`src/rtl/alu_arbiter.sv`:
```
// Round-robin arbiter sharing one registered ALU between two requesters.
// One operation in flight; results return tagged with the issuing requester's ID.
module alu_arbiter #(
    parameter int unsigned ALU_LAT = 1,
    parameter int unsigned COUNT_W = 16
) (
    input  logic               clk,
    input  logic               rst,
    input  logic               req0_valid,
    output logic               req0_ready,
    input  logic [3:0]         req0_a,
    input  logic [3:0]         req0_b,
    input  logic [3:0]         req0_sel,
    input  logic               req1_valid,
    output logic               req1_ready,
    input  logic [3:0]         req1_a,
    input  logic [3:0]         req1_b,
    input  logic [3:0]         req1_sel,
    output logic [3:0]         alu_a,
    output logic [3:0]         alu_b,
    output logic [3:0]         alu_sel,
    input  logic [7:0]         alu_y,
    output logic               rsp_valid,
    input  logic               rsp_ready,
    output logic [7:0]         rsp_data,
    output logic               rsp_id,
    output logic               busy,
    output logic [COUNT_W-1:0] op_count
);

    localparam int unsigned CntW = $clog2(ALU_LAT + 1);

    typedef enum logic [1:0] {StIdle, StWait, StResp} state_e;

    state_e               state_q, state_d;
    logic [CntW-1:0]      cnt_q, cnt_d;
    logic                 last_q, last_d;
    logic [3:0]           alu_a_q, alu_a_d;
    logic [3:0]           alu_b_q, alu_b_d;
    logic [3:0]           alu_sel_q, alu_sel_d;
    logic [7:0]           data_q, data_d;
    logic                 id_q, id_d;
    logic [COUNT_W-1:0]   count_q, count_d;
    logic                 accept;
    logic                 grant1;

    // Grant decode; gated by rst so neither ready is seen while reset is held.
    always_comb begin
        accept = 1'b0;
        grant1 = 1'b0;
        if (state_q == StIdle && !rst) begin
            accept = req0_valid | req1_valid;
            if (req0_valid && req1_valid) begin
                grant1 = ~last_q;
            end else begin
                grant1 = req1_valid;
            end
        end
    end

    assign req0_ready = accept & ~grant1;
    assign req1_ready = accept & grant1;

    always_comb begin
        state_d   = state_q;
        cnt_d     = cnt_q;
        last_d    = last_q;
        alu_a_d   = alu_a_q;
        alu_b_d   = alu_b_q;
        alu_sel_d = alu_sel_q;
        data_d    = data_q;
        id_d      = id_q;
        count_d   = count_q;
        unique case (state_q)
            StIdle: begin
                if (accept) begin
                    state_d   = StWait;
                    cnt_d     = CntW'(ALU_LAT);
                    last_d    = grant1;
                    id_d      = grant1;
                    alu_a_d   = grant1 ? req1_a : req0_a;
                    alu_b_d   = grant1 ? req1_b : req0_b;
                    alu_sel_d = grant1 ? req1_sel : req0_sel;
                end
            end
            StWait: begin
                if (cnt_q != '0) begin
                    cnt_d = cnt_q - CntW'(1);
                end else begin
                    data_d  = alu_y;
                    state_d = StResp;
                end
            end
            StResp: begin
                if (rsp_ready) begin
                    state_d = StIdle;
                    count_d = count_q + COUNT_W'(1);
                end
            end
            default: state_d = StIdle;
        endcase
    end

    always_ff @(posedge clk) begin
        if (rst) begin
            state_q   <= StIdle;
            cnt_q     <= '0;
            last_q    <= 1'b1;
            alu_a_q   <= '0;
            alu_b_q   <= '0;
            alu_sel_q <= '0;
            data_q    <= '0;
            id_q      <= 1'b0;
            count_q   <= '0;
        end else begin
            state_q   <= state_d;
            cnt_q     <= cnt_d;
            last_q    <= last_d;
            alu_a_q   <= alu_a_d;
            alu_b_q   <= alu_b_d;
            alu_sel_q <= alu_sel_d;
            data_q    <= data_d;
            id_q      <= id_d;
            count_q   <= count_d;
        end
    end

    assign alu_a     = alu_a_q;
    assign alu_b     = alu_b_q;
    assign alu_sel   = alu_sel_q;
    assign rsp_valid = (state_q == StResp);
    assign rsp_data  = data_q;
    assign rsp_id    = id_q;
    assign busy      = (state_q != StIdle);
    assign op_count  = count_q;

endmodule

```
`config.mk`:
```
export PLATFORM = sky130hd
export DESIGN_NAME = alu_arbiter
export DESIGN_NICKNAME = d
export VERILOG_FILES = /design/src/rtl/alu_arbiter.sv
export SDC_FILE = /design/constraint.sdc
export NUM_CORES = 1
export LEC_CHECK = 0
export CORE_ASPECT_RATIO = 1.75
export CORE_MARGIN = 3
export CORE_UTILIZATION = 40
export CTS_BUF_LIST = sky130_fd_sc_hd__clkbuf_8
export DETAILED_ROUTE_END_ITERATION = 10
export HOLD_SLACK_MARGIN = 0.12
export PLACE_DENSITY = 0.77
export SLEW_MARGIN = 20
export SYNTH_ARGS = -nofsm -noshare
export SYNTH_HDL_FRONTEND = slang
export SYNTH_SLANG_ARGS = --single-unit
export TNS_END_PERCENT = 5
```
`constraint.sdc`:
```
create_clock -name clk -period 2.5 [get_ports clk]
set_clock_uncertainty 0.1 [all_clocks]
set_input_delay 0.5 -clock clk [delete_from_list [all_inputs] [get_ports clk]]
set_output_delay 0.5 -clock clk [all_outputs]
set_load 0.02 [all_outputs]
```
==> run_results.csv <==
group,metric,value,unit
critical_path,crit_required,1.90,ns
timing,tightest_slew,0.433,ns
synth,yosysTopAreaCellShare,46.4,%
run_status,status,"complete, no violations",
global_routing,antenna_found_initial,0,
clock_tree,cts_hold_buf,0,
floorplan,die_height,94.0,µm
critical_path,endpoint_kind,"output port",
synth,synth_top_family_by_area,"simple AND/OR/NAND/NOR gates",
routing,drt-total-wl,4260,µm
synth,synthArstFlopShare,0,%
synth,yosysTopAreaCell,"dfxtp_1",
routing,routedWlPerCell,12.8,µm
synth,syn_inst,201,
routing,drt_pass1_iterations,4,
timing,max_freq,417,MHz
critical_path,reg2reg_depth,4,
timing,timing.hold.ws,0.369,ns
clock_tree,htree_levels,2,
clock_tree,clk_pin_slew_worst_paths,0.07,ns
timing,fin_ws,0.103,ns
pwr,totalPowerFinal,1.58,mW
timing,setup_viol,0,
synth,synth_xor_area_share,5.94,%
critical_path,worst-setup-path-type,"in -> out",
timing,finalHoldViolCount,0,
routing,drt_iter0_markers,39,
clock_tree,clkLatencyLatePin,0.29,ns
synth,yosys-top-cells-area,"dfxtp_1 46%, nor2_1 8.5%, nand2_1 6.4%",
layout,design_area,0.00271,mm²
clock_tree,cts-root-buf,"clkbuf_8",
synth,postSynthNetCount,239,
pwr,p_leak,1.05,nW
routing,post_drt_via_cell_ratio,5.08,
critical_path,cp-start-kind,"input pin",
routing,remaining_drc_errors,0,
timing,rsz0062_at_grt,"no",
job,drv_cap,0,
synth,ys_seq_elements,41,
global_routing,grt_pass1_vias,1650,
critical_path,crit_fanout,3,
synth,synthMuxAreaShare,6.36,%
critical_path,crit_slowest_cell,"clkdlybuf4s50_1",
synth,synthFlopType,"dfxtp_1",
timing,fin_crit_sh,95.9,%
floorplan,rows,31,
pwr,power_density,582,mW/mm²
clock_tree,postCtsSetupRepairBufs,0,
synth,ys_warn_count,0,
timing,max-slew-margin-rel,71.1,%
layout,area_growth,53.1,%
clock_tree,cts.sinks,41,
floorplan,dieArea,0.00529,mm²
synth,yosys.cell_types.count,34,
placed_design,place_hpwl,3250,µm
layout,fin_util,64.7,%
synth,synth-compound-area-share,8.76,%
floorplan,core,0.00419,mm²
global_routing,grt.overflow.total,0,
global_routing,grt_pass1_wl,7290,µm
placed_design,dp_slack,-0.221,ns
synth,syn_area,0.00177,mm²
synth,syn_avg_cell_area,8.81,µm²
floorplan,fp.dieW,56.3,µm
layout,nNetsFinal,321,
global_routing,grt_max_degree,44,
timing,min_period,2.40,ns
synth,ys_seq_area_share,46.4,%
clock_tree,cts.path.max_buffers,2,
pwr,peakVddDrop,0.453,mV
routing,drtAntennaViolNets,0,
min_path,hold_path_class,"reg -> reg",
min_path,whs_path_depth,1,
clock_tree,cts_tree,"yes",
global_routing,grt_usage,17.4,%
floorplan,start_util,42.3,%
floorplan,ioPinCount,78,
synth,synth_fa_ha_area_share,0.707,%
placed_design,gp_congestion,0.749,
timing,maxSlewViolCount,0,
placed_design,place_area,0.00261,mm²
synth,yosys.area_share.simple,28.1,%
placed_design,io_buffers,77,
layout,drive_gt1_share,9.15,%
critical_path,crit_chain,"clkdlybuf4s50_1 -> nor3_2 -> o21ai_0 -> nor2_1 -> clkdlybuf4s15_1",
critical_path,cp.arrival,1.80,ns
layout,diodes,0,
critical_path,max_stage_delay,0.47,ns
synth,synth_enable_flop_cells,0,
routing,vias,1690,
clock_tree,cts_buffers,5,
where the power goes:
group	switching, mW	internal, mW	total (mW)	leakage [nW]
registers	0.0298	0.702	0.732	0.334
logic	0.182	0.199	0.381	0.659
clock network	0.216	0.249	0.466	0.0542
total	0.428	1.15	1.58	1.05
flip-flops by register name, indices dropped and copies added, names as in the netlist:
name	cells
state_q	2
rsp_data	8
rsp_id	1
cnt_q	1
alu_a	4
alu_b	4
alu_sel	4
last_q	1
op_count	16
cells by family after synthesis:
group | count (synthesis)
xor gates and xnor gates | 12
adders and majority gates | 1
muxes | 11
buffers and inverters | 14
and+or+nand+nor | 102
DFF | 41
AOI/OAI and AO/OA | 20
stage by stage:
| step | TNS (ns) | std cells |
|---|---|---|
| after floorplan | 0 | 201 |
| after global placement | -0.274 | 325 |
| after detailed placement | -0.374 | 325 |
| after CTS | 0 | 333 |
| after global routing | 0 | 333 |
| final | 0 | 333 |
layer usage:
metal	up-vias	routed length (µm)	global-route usage, %
li1	851	-	-
met3	6	243	5.09
met5	-	0	0
met4	0	65	6.53
met2	53	2400	33.0
met1	780	1560	17.5
worst paths after layout:
check | slack [ns] | to | from
hold / removal | 0.37 | last_q | last_q
setup reg to reg | 0.78 | op_count[15] | op_count[6]
setup / recovery | 0.10 | req0_ready | rst
hold reg to reg | 0.37 | last_q | last_q
placed cells by master (no fill, tap or decap), types with 2 or more instances in the layout:
cell type,instances
nor4_1,3
clkbuf_8,7
nand2_1,30
mux2_2,2
nor2_1,40
nand2b_1,4
nand3_1,3
inv_1,3
a311oi_1,12
xor2_1,4
mux2i_1,9
xnor2_1,8
nor3_1,4
clkdlybuf4s50_1,75
buf_4,8
a21oi_1,3
o21ai_0,2
nand4_1,7
dfxtp_1,41
nor2b_1,3
worst max-delay path, delay by kind of cell:
kind                   cells  cell delay (ns)
AO/OA/AOI/OAI              1             0.16
buffers and inverters      2             0.80
AND/OR/NAND/NOR            2             0.33
cell usage after synthesis (2+ instances only):
master and n:
dfxtp_1 41, nor4_1 3, buf_2 3, a21oi_1 3
mux2i_1 9, a311oi_1 12, mux2_2 2, xor2_1 4
nand3_1 3, nand4_1 7, nor2b_1 3, nor2_1 40
o21ai_0 2, xnor2_1 8, inv_1 3, clkbuf_1 5
nand2_1 30, nor3_1 4, nand2b_1 4
cell type report:
class                      count  area (µm²)
clock inverter                 1        5.00
multi-input combinational    146         882
tap                           49        61.3
sequential                    41         821
fill                         362        1480
clock buffer                   7        96.3
inverter                       4        15.0
timing repair buffer          85         830
what timing repair did:
| action | in CTS | in global routing |
|---|---|---|
| pin swaps | 0 | 0 |
| setup endpoints to repair | 2 | 1 |
| resized for setup | 2 | 1 |
Note: power is estimated with default switching activity, not from simulation.
